$ cat src/rtl/perf_tx_queue.sv
// perf_tx_queue: register-mapped peripheral sitting behind the CPU peripheral
// access stage. TXDATA writes feed a first-word-fallthrough FIFO that drains to
// an external consumer; STATUS and two saturating counters are CPU-readable.
//
// Handshake (m_valid/m_ready): m_valid is high whenever the FIFO holds a word
// and m_data is stable while m_valid is high and m_ready is low. A transfer
// happens at every rising edge where m_valid and m_ready are both high. m_valid
// never depends combinationally on m_ready.
module perf_tx_queue #(
  parameter int DEPTH_LOG2 = 4,
  parameter int DATA_W     = 64
) (
  input  logic              clk,
  input  logic              rst,
  input  logic              perf_en,
  input  logic              perf_wren,
  input  logic [63:0]       perf_addr,
  input  logic [DATA_W-1:0] perf_data,
  output logic [DATA_W-1:0] m_data,
  output logic              m_valid,
  input  logic              m_ready,
  output logic [63:0]       rd_data,
  output logic              rd_valid,
  output logic              fifo_full,
  output logic              fifo_empty
);

  localparam int          DEPTH   = 1 << DEPTH_LOG2;
  localparam logic [31:0] CNT_MAX = 32'hFFFF_FFFF;

  localparam logic [2:0] SEL_TXDATA = 3'd0;
  localparam logic [2:0] SEL_CTRL   = 3'd1;
  localparam logic [2:0] SEL_STATUS = 3'd2;
  localparam logic [2:0] SEL_PUSH   = 3'd3;
  localparam logic [2:0] SEL_DROP   = 3'd4;

  logic [DATA_W-1:0]   mem [DEPTH];
  logic [DEPTH_LOG2:0] wr_ptr, rd_ptr, count;
  logic [31:0]         push_cnt, drop_cnt;
  logic [2:0]          sel;
  logic                wr_acc, rd_acc, push, pop, push_ok, drop, flush, clr;
  logic [63:0]         status, rd_mux;

  // Access decode: every perf_en cycle is exactly one access.
  assign sel     = perf_addr[5:3];
  assign wr_acc  = perf_en & perf_wren;
  assign rd_acc  = perf_en & ~perf_wren;
  assign push    = wr_acc & (sel == SEL_TXDATA);
  assign flush   = wr_acc & (sel == SEL_CTRL) & perf_data[0];
  assign clr     = wr_acc & (sel == SEL_CTRL) & perf_data[1];

  // Occupancy comes straight from the pointers; the extra wrap bit separates
  // full (difference == DEPTH) from empty (difference == 0).
  assign count      = wr_ptr - rd_ptr;
  assign fifo_empty = (wr_ptr == rd_ptr);
  assign fifo_full  = (wr_ptr[DEPTH_LOG2] != rd_ptr[DEPTH_LOG2]) &&
                      (wr_ptr[DEPTH_LOG2-1:0] == rd_ptr[DEPTH_LOG2-1:0]);
  assign m_valid    = ~fifo_empty;
  assign m_data     = mem[rd_ptr[DEPTH_LOG2-1:0]];

  // A push into a full FIFO survives only when the head leaves in the same cycle.
  assign pop     = m_valid & m_ready;
  assign push_ok = push & (~fifo_full | pop);
  assign drop    = push & fifo_full & ~pop;

  // FIFO storage carries no reset; its contents only matter between the pointers.
  always_ff @(posedge clk) begin
    if (push_ok) mem[wr_ptr[DEPTH_LOG2-1:0]] <= perf_data;
  end

  // Pointer update; flush wins over a same-cycle pop.
  always_ff @(posedge clk) begin
    if (rst || flush) begin
      wr_ptr <= '0;
      rd_ptr <= '0;
    end else begin
      if (push_ok) wr_ptr <= wr_ptr + 1'b1;
      if (pop)     rd_ptr <= rd_ptr + 1'b1;
    end
  end

  // Saturating accepted/dropped push counters, cleared by CTRL bit1.
  always_ff @(posedge clk) begin
    if (rst || clr) begin
      push_cnt <= '0;
      drop_cnt <= '0;
    end else begin
      if (push_ok && push_cnt != CNT_MAX) push_cnt <= push_cnt + 32'd1;
      if (drop && drop_cnt != CNT_MAX)    drop_cnt <= drop_cnt + 32'd1;
    end
  end

  // Read mux over pre-edge state; unmapped and write-only registers read 0.
  always_comb begin
    status = '0;
    status[0] = fifo_empty;
    status[1] = fifo_full;
    status[8 +: DEPTH_LOG2+1] = count;
    rd_mux = '0;
    case (sel)
      SEL_STATUS: rd_mux = status;
      SEL_PUSH:   rd_mux = {32'd0, push_cnt};
      SEL_DROP:   rd_mux = {32'd0, drop_cnt};
      default:    rd_mux = '0;
    endcase
  end

  // Registered read response: one-cycle rd_valid pulse, rd_data held between reads.
  always_ff @(posedge clk) begin
    if (rst) begin
      rd_valid <= 1'b0;
      rd_data  <= '0;
    end else begin
      rd_valid <= rd_acc;
      if (rd_acc) rd_data <= rd_mux;
    end
  end

endmodule

$ cat config.mk
export PLATFORM = sky130hd
export DESIGN_NAME = perf_tx_queue
export DESIGN_NICKNAME = d
export VERILOG_FILES = /design/src/rtl/perf_tx_queue.sv
export SDC_FILE = /design/constraint.sdc
export NUM_CORES = 1
export LEC_CHECK = 0
export BUFFER_PORTS_ARGS = -buffer_cell sky130_fd_sc_hd__buf_2
export CAP_MARGIN = 40
export CORE_AREA = 8 8 333 335
export CTS_CLUSTER_DIAMETER = 50
export DETAILED_ROUTE_END_ITERATION = 12
export DIE_AREA = 0 0 341 343
export MAX_ROUTING_LAYER = met4
export SETUP_SLACK_MARGIN = 0.5
export SKIP_CTS_REPAIR_TIMING = 1
export SLEW_MARGIN = 20
export SYNTH_ARGS = -nofsm -noshare
export SYNTH_HDL_FRONTEND = slang
export SYNTH_SLANG_ARGS = --single-unit
$ cat constraint.sdc
create_clock -name clk -period 20.5 [get_ports clk]
set_input_delay 2.05 -clock clk [delete_from_list [all_inputs] [get_ports clk]]
set_output_delay 2.05 -clock clk [all_outputs]
set_load 0.02 [all_outputs]
=== Word-level counts from Yosys, hierarchy flattened ===
Memory sizes are Yosys's and may differ from the RTL's. A register that Yosys moved wholly into a read port is not among the register bits.
Cells that the tools add are included.

* $add $sub $neg: 5
* Equal/unequal tests: 9
* Multiplexer cells: 5
* Bitwise operators: 15
* Reductions and logical operators: 6

{| class="wikitable"
|+ Operators by type and width
! operator !! number
|-
| $pmux 32 s3 || 1
|-
| $add 32x1->32 const B || 2
|-
| $ne 32x32->1 const B || 2
|-
| $add 5x1->5 const B || 2
|-
| $and 1x1->1 || 10
|-
| $mux 4 || 2
|-
| $eq 3x2->1 const B || 2
|-
| $eq 5x5->1 || 1
|-
| $sub 5x5->5 || 1
|-
| $eq 4x4->1 || 1
|-
| $not 1->1 || 4
|-
| $eq 3x1->1 const B || 1
|-
| $eq 3x3->1 const B || 1
|-
| $logic_and 1x1->1 || 3
|-
| $logic_not 3->1 || 1
|-
| $logic_or 1x1->1 || 2
|-
| $mux 1 || 2
|-
| $ne 1x1->1 || 1
|-
| $or 1x1->1 || 1
|}

* Bits in registers: 139
* RAM bits: 1,024
* Output and inout port bits: 132
* Memories kept: 1

{| class="wikitable"
|+ Memories
! name !! depth !! width !! read ports !! clocked after memory_dff !! wr ports !! RTL line !! source
|-
| mem || 16 || 64 || 1 || 1 || 1 || 37 || <nowiki>logic [DATA_W-1:0] mem [DEPTH];</nowiki>
|}

=== Logic depth before layout (Yosys ltp) ===
* Word-level depth: 7
* Depth in mapped cells: 10
* Gate-level depth less buffers: 10

=== Worst setup path before layout ===
Ideal clock, no wire load.

* Path kind: input port to flip-flop
* From: in perf_addr[4]
* To: mem mem[3][0], enable pin
* Setup time: 0.565 ns
* Arrival: 7.531 ns
* Data required time: 19.935 ns
* Path slack: 12.404 ns
* Cell stages on the path: 4
* Path buffers: 0
* Path through: or2_2 -> a311oi_2 -> nand2_1 -> nor3_1

* Longest elaborated chain between the ends: 5

{| class="wikitable"
|+ RTL lines
! what !! RTL line !! source
|-
| start: declaration || 17 || <nowiki>input logic [63:0] perf_addr,</nowiki>
|-
| $logic_not 3->1 || 48 || <nowiki>assign push = wr_acc & (sel == SEL_TXDATA);</nowiki>
|-
| $and 1x1->1 || 48 ||
|-
| $and 1x1->1 || 63 || <nowiki>assign push_ok = push & (~fifo_full | pop);</nowiki>
|-
| $mux 1 || 68 || <nowiki>if (push_ok) mem[wr_ptr[DEPTH_LOG2-1:0]] <= perf_data;</nowiki>
|-
| $mux 1 (not written as such) || 68 ||
|-
| end: declaration || 37 ||
|}

Every way passes these cells.

==> summary.txt <==
outcome = completed
Syn Area/Cell = 21.0 um2
Fin Setup TNS = 0 ps
latest clock arrival within the worst-skew pair = 700 ps
sw frac = 0.199
antenna violation net count after detailed routing = 0
global-route wire length before repair = 146000 um
core area = 0.106 mm2
max incr delay on CP = 660 ps
Post-synth ARST share = 0
Reg2Reg Depth = 7
Synth area leader = edfxtp_1
Gate power share = 0.024
CTS tree = yes
Via Count = 21300
sequential area share after synthesis = 0.752
Post-synth EDFFs = 1024
CTS buffer count = 117
wirelength, routed = 98600 um
Clk pwr share = 0.450
Critical Path RT = 18450 ps
synth top area cells = edfxtp_1 (70%), mux4_2 (16%), dfxtp_1 (5.1%)
top-area cell type share of the netlist area = 0.701
Sw Pwr = 0.000955 W
htree depth = 3
Vias/cell = 5.52
Critical Path Sink Type = output port
Tmin final = 6020 ps
Worst Path Class, Setup = register to output port
Worst Path Max Fanout = 49
crit path DAT = 3970 ps
Slew Limit Fails = 0
Slew @ Worst Pin = 849 ps
CTS clock-pin slew for the worst setup and hold paths = 60 ps
clock buffer depth = 3
vias in the first global route = 22500
Final Wtd Congestion = 0.882
register area = 0.0330 mm2
per-cell routed wire length = 25.6 um
power after layout = 0.00480 W
pwr/cell area = 94.2 mW/mm2
Rel. slew slack = 0.434
Worst Hold Depth = 2
1st-iter DRT viols = 1964
initial core utilization = 0.414
Total GRT Usage = 0.171
Clock Skew = 18.2 ps
number of detailed-route iterations in the first pass = 7
Die Ht = 343 um
Yosys cell types = 52
cell internal pwr = 0.00384 W
area grow syn2layout = 16.1%
LEAKAGE = 15.8 nW
Yosys reg bits = 1135
fmax = 166 MHz
final net count = 2484
GRT overflow = 0
RSZ-0062 raised after global routing = false
Hold WC Path Type = register to register
max-capacitance violation count = 0
Rows = 120
hpwl dp = 55900 um
drc violations = 0
clk sinks = 1135
critical path cell sequence = buf_4 > buf_12 > buf_4 > buf_16 > mux4_2 > mux4_2 > buf_2
prevailing post-synth register cell = edfxtp_1
initial antenna violation count = 14
Critical Path Start Type = register
maximum vdd drop = 70.9 uV
synth warn = 0
Root Buffer = clkbuf_16
Mapped Cells = 2086
die area = 0.117 mm2
synthesized cell area = 0.0439 mm2
slowest CP cell = dfxtp_4
DIE WIDTH = 341 um
largest net degree at the start of global routing = 59
layout cells sized above 1 = 0.311
port bufs = 171
Final Hold Fails = 0
Flop pwr share = 0.526
final critical-path share of the clock period = 0.294
Final setup viols = 0
Util after Layout = 0.481
number of fill cells in the layout = 8615
Ports = 265
multi-input logic area = 0.0104 mm2
-- power by group through the flow --
stage / clock, W / combinational [W] / sequential [W]
floorplan: 0 / 0.0000675 / 0.00257
detailed placement: 0 / 0.000117 / 0.00257
global route: 0.00229 / 0.000126 / 0.00252
global placement: 0 / 0.000107 / 0.00257
finish: 0.00216 / 0.000116 / 0.00252
CTS: 0.00220 / 0.000117 / 0.00252
-- worst paths after layout --
| kind | startpoint | slack, ps | end |
|---|---|---|---|
| setup / recovery | register | 14480 | m_data[21] |
| hold / removal | rd_data[12]$_SDFFE_PP0P_ | 470 | rd_data[12]$_SDFFE_PP0P_ |
| setup reg to reg | wr_ptr[3]$_SDFFE_PP0P_ | 15990 | mem[6][33]$_DFFE_PP_ |
| hold reg to reg | rd_data[12]$_SDFFE_PP0P_ | 470 | rd_data[12]$_SDFFE_PP0P_ |
-- final cells by class --
type	count	area share
multi-input combinational	833	0.205
tap	1403	0.0345
timing repair buffer	241	0.0346
clock inverter	71	0.0166
antenna	8	0.000393
sequential	1135	0.648
clock buffer	147	0.0609
inverter	11	0.000811
-- stage by stage --
step                      std cells  setup WS (ps)  area, um2  hold WS (ps)
after floorplan                2117          12400      44000           476
after global placement         3595          14160      46400           453
after detailed placement       3619          14460      46900           457
after CTS                      3837          14120      50800           472
after global routing           3845          14220      50900           501
final                          3849          14480      50900           471
-- Yosys cell counts (4+ instances only) --
cell type	instances
edfxtp_1	1024
mux4_2	320
nor2_1	125
dfxtp_1	111
clkbuf_1	66
nand2_1	39
xnor2_1	37
buf_4	34
buf_1	33
nand4_1	30
nor3_1	29
xor2_1	29
a22o_1	25
a22oi_1	25
nand3_1	20
a21oi_1	12
o21ai_0	12
ha_1	11
inv_1	11
or3_1	11
and3_1	10
and4_1	8
nor4_1	8
a221oi_1	5
buf_2	5
a21o_1	4
and2_1	4
nand2b_1	4
-- metal layers --
metal / share of wire / track usage
met3: 0.060 / 0.0305
met1: 0.42 / 0.219
met4: 0.020 / 0.0421
met2: 0.50 / 0.286
met5: 0 / -
-- kinds of logic after synthesis --
| family | Yosys count | share of synthesized area |
|---|---|---|
| AOI/OAI and AO/OA | 94 | 0.0159 |
| xor gates and xnor gates | 66 | 0.0132 |
| adders and majority gates | 12 | 0.00360 |
| buffers and inverters | 149 | 0.0158 |
| DFF | 1135 | 0.752 |
| muxes | 324 | 0.165 |
| other | 1 | 0.0000855 |
| and+or+nand+nor | 305 | 0.0342 |
-- worst max-delay path, delay by kind of cell (launching register included) --
family | cells | cell delay, ps
buffers and inverters | 5 | 1620
DFF | 1 | 660
muxes | 2 | 900
-- cell usage in the layout, fill, tap and decap left out, drive strengths merged, types with 2 or more instances in the layout --
cell         n
nand2       39
ha          11
and4         8
nor4         9
or4          4
nor2       125
nor3b        3
xor2        29
xnor2       37
or3         11
o21ai       12
mux4       320
a221oi       5
nand2b       4
edfxtp    1024
inv         18
a222oi       2
a22o        25
nand4       30
dfxtp      111
a22oi       25
nand3       20
conb        32
bufinv      16
clkbuf     147
buf        241
mux2i        3
clkinvlp     3
clkinv      45
diode        8
nand3b       2
a21o         4
nor3        29
nor2b        3
and2         4
a21oi       12
and3        10
nor4b        2
-- state kept, by name (all words and copies together) (netlist names), named ones only --
name,cells
push_cnt,32
mem,1024
rd_data,32
rd_valid,1
rd_ptr,5
drop_cnt,32
wr_ptr,5
No activity file was read; power rests on OpenSTA's default activity.
